<file path="src/rtl/lfsr_pkg.sv">
// rtl/lfsr_pkg.sv - Shared constants and FSM encoding for the LFSR burst generator
package lfsr_pkg;

  localparam logic [31:0] LFSR_DEF_TAPS = 32'h088C8892;
  localparam logic [31:0] LFSR_DEF_SEED = 32'h00BAD1C4;

  localparam logic [0:0] ST_IDLE = 1'b0;
  localparam logic [0:0] ST_RUN  = 1'b1;

endpackage

</file>
<file path="src/rtl/lfsr_step.sv">
// rtl/lfsr_step.sv - Combinational STEPS-fold Fibonacci LFSR shift
module lfsr_step #(
  parameter int              WIDTH = 32,
  parameter int              STEPS = 1,
  parameter logic [WIDTH-1:0] TAPS = WIDTH'(32'h088C8892)
) (
  input  logic [WIDTH-1:0] state_i,
  output logic [WIDTH-1:0] state_o
);

  logic [WIDTH-1:0] s;

  always_comb begin
    s = state_i;
    for (int i = 0; i < STEPS; i++) begin
      s = {s[WIDTH-2:0], ^(s & TAPS)};
    end
    state_o = s;
  end

endmodule

</file>
<file path="src/rtl/lfsr_gen.sv">
// rtl/lfsr_gen.sv - Burst LFSR word generator with valid/ready output handshake
module lfsr_gen
  import lfsr_pkg::*;
#(
  parameter int               WIDTH = 32,
  parameter int               STEPS = 1,
  parameter logic [WIDTH-1:0] TAPS  = WIDTH'(LFSR_DEF_TAPS),
  parameter logic [WIDTH-1:0] SEED  = WIDTH'(LFSR_DEF_SEED),
  parameter int               CNT_W = 16
) (
  input  logic             clk_i,
  input  logic             reset_i,
  input  logic             load_i,
  input  logic [WIDTH-1:0] seed_i,
  input  logic             start_i,
  input  logic [CNT_W-1:0] len_i,
  input  logic             abort_i,
  output logic [WIDTH-1:0] data_o,
  output logic             valid_o,
  input  logic             ready_i,
  output logic             busy_o,
  output logic             done_o,
  output logic             lockup_o,
  output logic [CNT_W-1:0] count_o
);

  logic [WIDTH-1:0] state_q, state_d;
  logic [0:0]       fsm_q, fsm_d;
  logic [CNT_W-1:0] rem_q, rem_d;
  logic [CNT_W-1:0] cnt_q, cnt_d;
  logic             done_q, done_d;
  logic             lockup_q, lockup_d;
  logic [WIDTH-1:0] step_out;
  logic             run;

  lfsr_step #(
    .WIDTH(WIDTH),
    .STEPS(STEPS),
    .TAPS (TAPS)
  ) u_step (
    .state_i(state_q),
    .state_o(step_out)
  );

  assign run = (fsm_q == ST_RUN);

  always_comb begin
    state_d  = state_q;
    fsm_d    = fsm_q;
    rem_d    = rem_q;
    cnt_d    = cnt_q;
    done_d   = 1'b0;
    lockup_d = lockup_q;
    if (!run) begin
      // Load is applied before start so a combined strobe bursts from seed_i.
      if (load_i) begin
        if (seed_i == '0) begin
          state_d  = SEED;
          lockup_d = 1'b1;
        end else begin
          state_d  = seed_i;
          lockup_d = 1'b0;
        end
      end
      if (start_i) begin
        if (len_i != '0) begin
          rem_d = len_i;
          fsm_d = ST_RUN;
        end else begin
          done_d = 1'b1;
        end
      end
    end else if (abort_i) begin
      fsm_d = ST_IDLE;
      rem_d = '0;
    end else if (ready_i) begin
      // An all-zero state would stick forever, so fall back to the seed.
      if (step_out == '0) begin
        state_d  = SEED;
        lockup_d = 1'b1;
      end else begin
        state_d = step_out;
      end
      cnt_d = cnt_q + CNT_W'(1);
      rem_d = rem_q - CNT_W'(1);
      if (rem_q == CNT_W'(1)) begin
        fsm_d  = ST_IDLE;
        done_d = 1'b1;
      end
    end
  end

  always_ff @(posedge clk_i or posedge reset_i) begin
    if (reset_i) begin
      state_q  <= SEED;
      fsm_q    <= ST_IDLE;
      rem_q    <= '0;
      cnt_q    <= '0;
      done_q   <= 1'b0;
      lockup_q <= 1'b0;
    end else begin
      state_q  <= state_d;
      fsm_q    <= fsm_d;
      rem_q    <= rem_d;
      cnt_q    <= cnt_d;
      done_q   <= done_d;
      lockup_q <= lockup_d;
    end
  end

  assign data_o   = state_q;
  assign valid_o  = run;
  assign busy_o   = run;
  assign done_o   = done_q;
  assign lockup_o = lockup_q;
  assign count_o  = cnt_q;

endmodule

</file>
<file path="config.mk">
export PLATFORM = sky130hd
export DESIGN_NAME = lfsr_gen
export DESIGN_NICKNAME = d
export VERILOG_FILES = /design/src/rtl/lfsr_pkg.sv /design/src/rtl/lfsr_step.sv /design/src/rtl/lfsr_gen.sv
export SDC_FILE = /design/constraint.sdc
export NUM_CORES = 1
export LEC_CHECK = 0
export ABC_AREA = 1
export ABC_CLOCK_PERIOD_IN_PS = 2450
export CORE_MARGIN = 2
export CORE_UTILIZATION = 32
export DETAILED_ROUTE_END_ITERATION = 16
export HOLD_SLACK_MARGIN = 0.03
export REMOVE_ABC_BUFFERS = 1
export SLEW_MARGIN = 5
export SYNTH_ARGS = -nofsm -noshare
export SYNTH_HDL_FRONTEND = slang
export SYNTH_HIERARCHICAL = 1
export SYNTH_SLANG_ARGS = --single-unit
</file>
<file path="constraint.sdc">
create_clock -name clk_i -period 2.45 [get_ports clk_i]
set_input_delay 0.49 -clock clk_i [delete_from_list [all_inputs] [get_ports clk_i]]
set_output_delay 0.49 -clock clk_i [all_outputs]
set_load 0.005 [all_outputs]
</file>
==> results.ini <==
[detailed_routing]
route.detailed.drc=0
dr.pass1.iters=6
viasPerCell=4.69
drtAntennaViolNets=0
drt-initial-drc-count=304
vias=4320
wl_per_cell_um=13.2
drt-total-wl_um=12200

[worst_setup_path]
endpoint=busy_o
crit_chain=clkdlybuf4s50_1
cp.buffers_inverters=1
cp_max_fo=6
criticalPathCategory=register to output port
cp_data_arrival_time_ns=1.58
ff2ff_setup_slack_ns=0.39
path_depth=1
cp_top_family=flip-flops
crit_start=busy_o
r2r_cells=18
critical_path.slowest_cell=dfrtp_1
worstSetupEndpointType=output port
worst_path_largest_cell_delay_ns=0.64
required_ns=1.96
start_kind=register
r2r_end=data_o[23]
r2r-start=data_o[23]

[clock_network]
cts_buffers=9
clock_path_buffers=2
path_clk_slew_ns=0.06
cts_tree=done
cts_root_buf=clkbuf_16
cts_hold_buffers=0
cts_sinks=67
clock_latency_ns=0.34
h-tree-depth=3

[placed_design]
portBuffers=105
dpl_cell_area_um2=5480
dp.final_hpwl_um=8840
gp_congestion=0.866

[power]
cellLeakagePower_uw=0.00273
peakVddDrop_uv=266
cellPowerDensity_nw_per_um2=886

[sta]
finalSetupViolCount=0
max_freq_mhz=483
drv_slew=0
hold_viol=0
tightest_slew_ns=0.486
rsz0062_at_grt=false
fin_skew_ns=0.00398
post-route-min-period_ns=2.07
fin_tns_setup_ns=0
final.period_utilization_pct=84.6
slew_headroom_pct=67.6

[finish]
final_common_cell=nand2_1
syn2layout_area_growth_pct=30.8
final_cell_mix=nand2_1, nor2_1, clkdlybuf4s50_1, dfrtp_1, inv_1
num_antenna_cells=0
finalNetCount=793
stdcell_area_um2=5830
final_layout_size_suffix_gt1_share_pct=8.77

[run]
maxCapViolCount=0

[grt]
grt_start_max_net_pins=35
grt_pass1_vias=4147
grt_use_total_pct=17.1
grt_pass1_wl_um=20000
overflow=0
antenna_found_initial=0

[hold_path]
hold_path.class=register to register

[floorplanning]
die_y_um=122
die_w_um=122
fp.dieArea_um2=14900
rows=43
io_pins=106
start_util_pct=32.5
fp.coreArea_um2=13700

[logic_synthesis]
yosysUniqueCellTypes=31
syn_inst=660
synth-seq-area-share_pct=37.9
yosysWarnings=6
synth_area_per_cell_um2=6.76
synth_area_um2=4460
ys_seq_elements=67

[run_status]
run_status=finished clean

-- state kept, by name, summed over array words and instances (netlist names) --
signal and count:
lockup_o 1, count_o 16, data_o 32, rem_q 16, busy_o 1, done_o 1
-- worst min-delay path by stage --
stage	slack [ns]	cells past startpoint	end	start
final	0.48	1	count_o[15]	count_o[15]
after global routing	0.51	1	count_o[15]	count_o[15]
after CTS	0.49	1	count_o[15]	count_o[15]
after detailed placement	0.48	1	count_o[15]	count_o[15]
after global placement	0.47	1	count_o[15]	count_o[15]
after floorplan	0.46	2	lockup_o	lockup_o
-- metal layers --
layer | vias up | wire [um] | GRT usage (%)
li1 | 2185 | - | -
met1 | 2003 | 5550 | 21.8
met2 | 117 | 5770 | 28.5
met3 | 15 | 634 | 2.95
met4 | 0 | 209 | 7.11
met5 | - | 0 | 0
-- Yosys cell counts, drive strengths merged --
cell | number | area (um^2)
a31oi | 20 | 125
nand2 | 215 | 831
dfrtp | 55 | 1380
a21oi | 2 | 21.3
nor2 | 137 | 546
buf | 45 | 332
clkbuf | 7 | 26.3
or2 | 12 | 75.1
ha | 3 | 37.5
nor3 | 16 | 80.1
inv | 53 | 201
dfstp | 12 | 315
o21ai | 20 | 100
a32o | 1 | 10.0
xnor2 | 7 | 61.3
nand3 | 42 | 220
nand4 | 5 | 31.3
xor2 | 8 | 70.1
-- what timing repair did --
item	in CTS	in global routing
buffers inserted	0	0
resized for setup	0	1
setup endpoints to repair	0	12
-- through the flow --
stage	setup slack [ns]	std cells	hold WS [ns]	util, %	power (uW)
5_1_grt	0.0626	921	0.512	42.5	5530
3_5_place_dp	0.159	905	0.480	39.9	3670
2_1_floorplan	0.0104	608	0.464	-	2750
4_1_cts	0.248	921	0.488	42.5	5200
3_3_place_gp	0.204	905	0.468	39.9	3620
6_report	0.378	921	0.480	42.5	5160
-- area by class of cell --
type	count	area [um^2]
clock buffer	13	280
clock inverter	3	67.6
fill	1420	7890
inverter	53	201
multi-input combinational	488	2210
sequential	67	1690
tap	180	225
timing repair buffer	117	1150
-- where the power goes --
part	switching (uW)	total (uW)	internal (uW)
Clock	513	1520	1000
Combinational	910	1810	898
Sequential	390	1840	1450
-- cells by family after synthesis --
logic type / synth area share, %
XOR/XNOR: 2.95
buffers and inverters: 12.5
flip-flops: 37.9
AO/OA/AOI/OAI: 5.75
adder cells (fa/ha/maj): 0.842
AND/OR/NAND/NOR: 40.0
No activity file was read; power rests on OpenSTA's default activity.
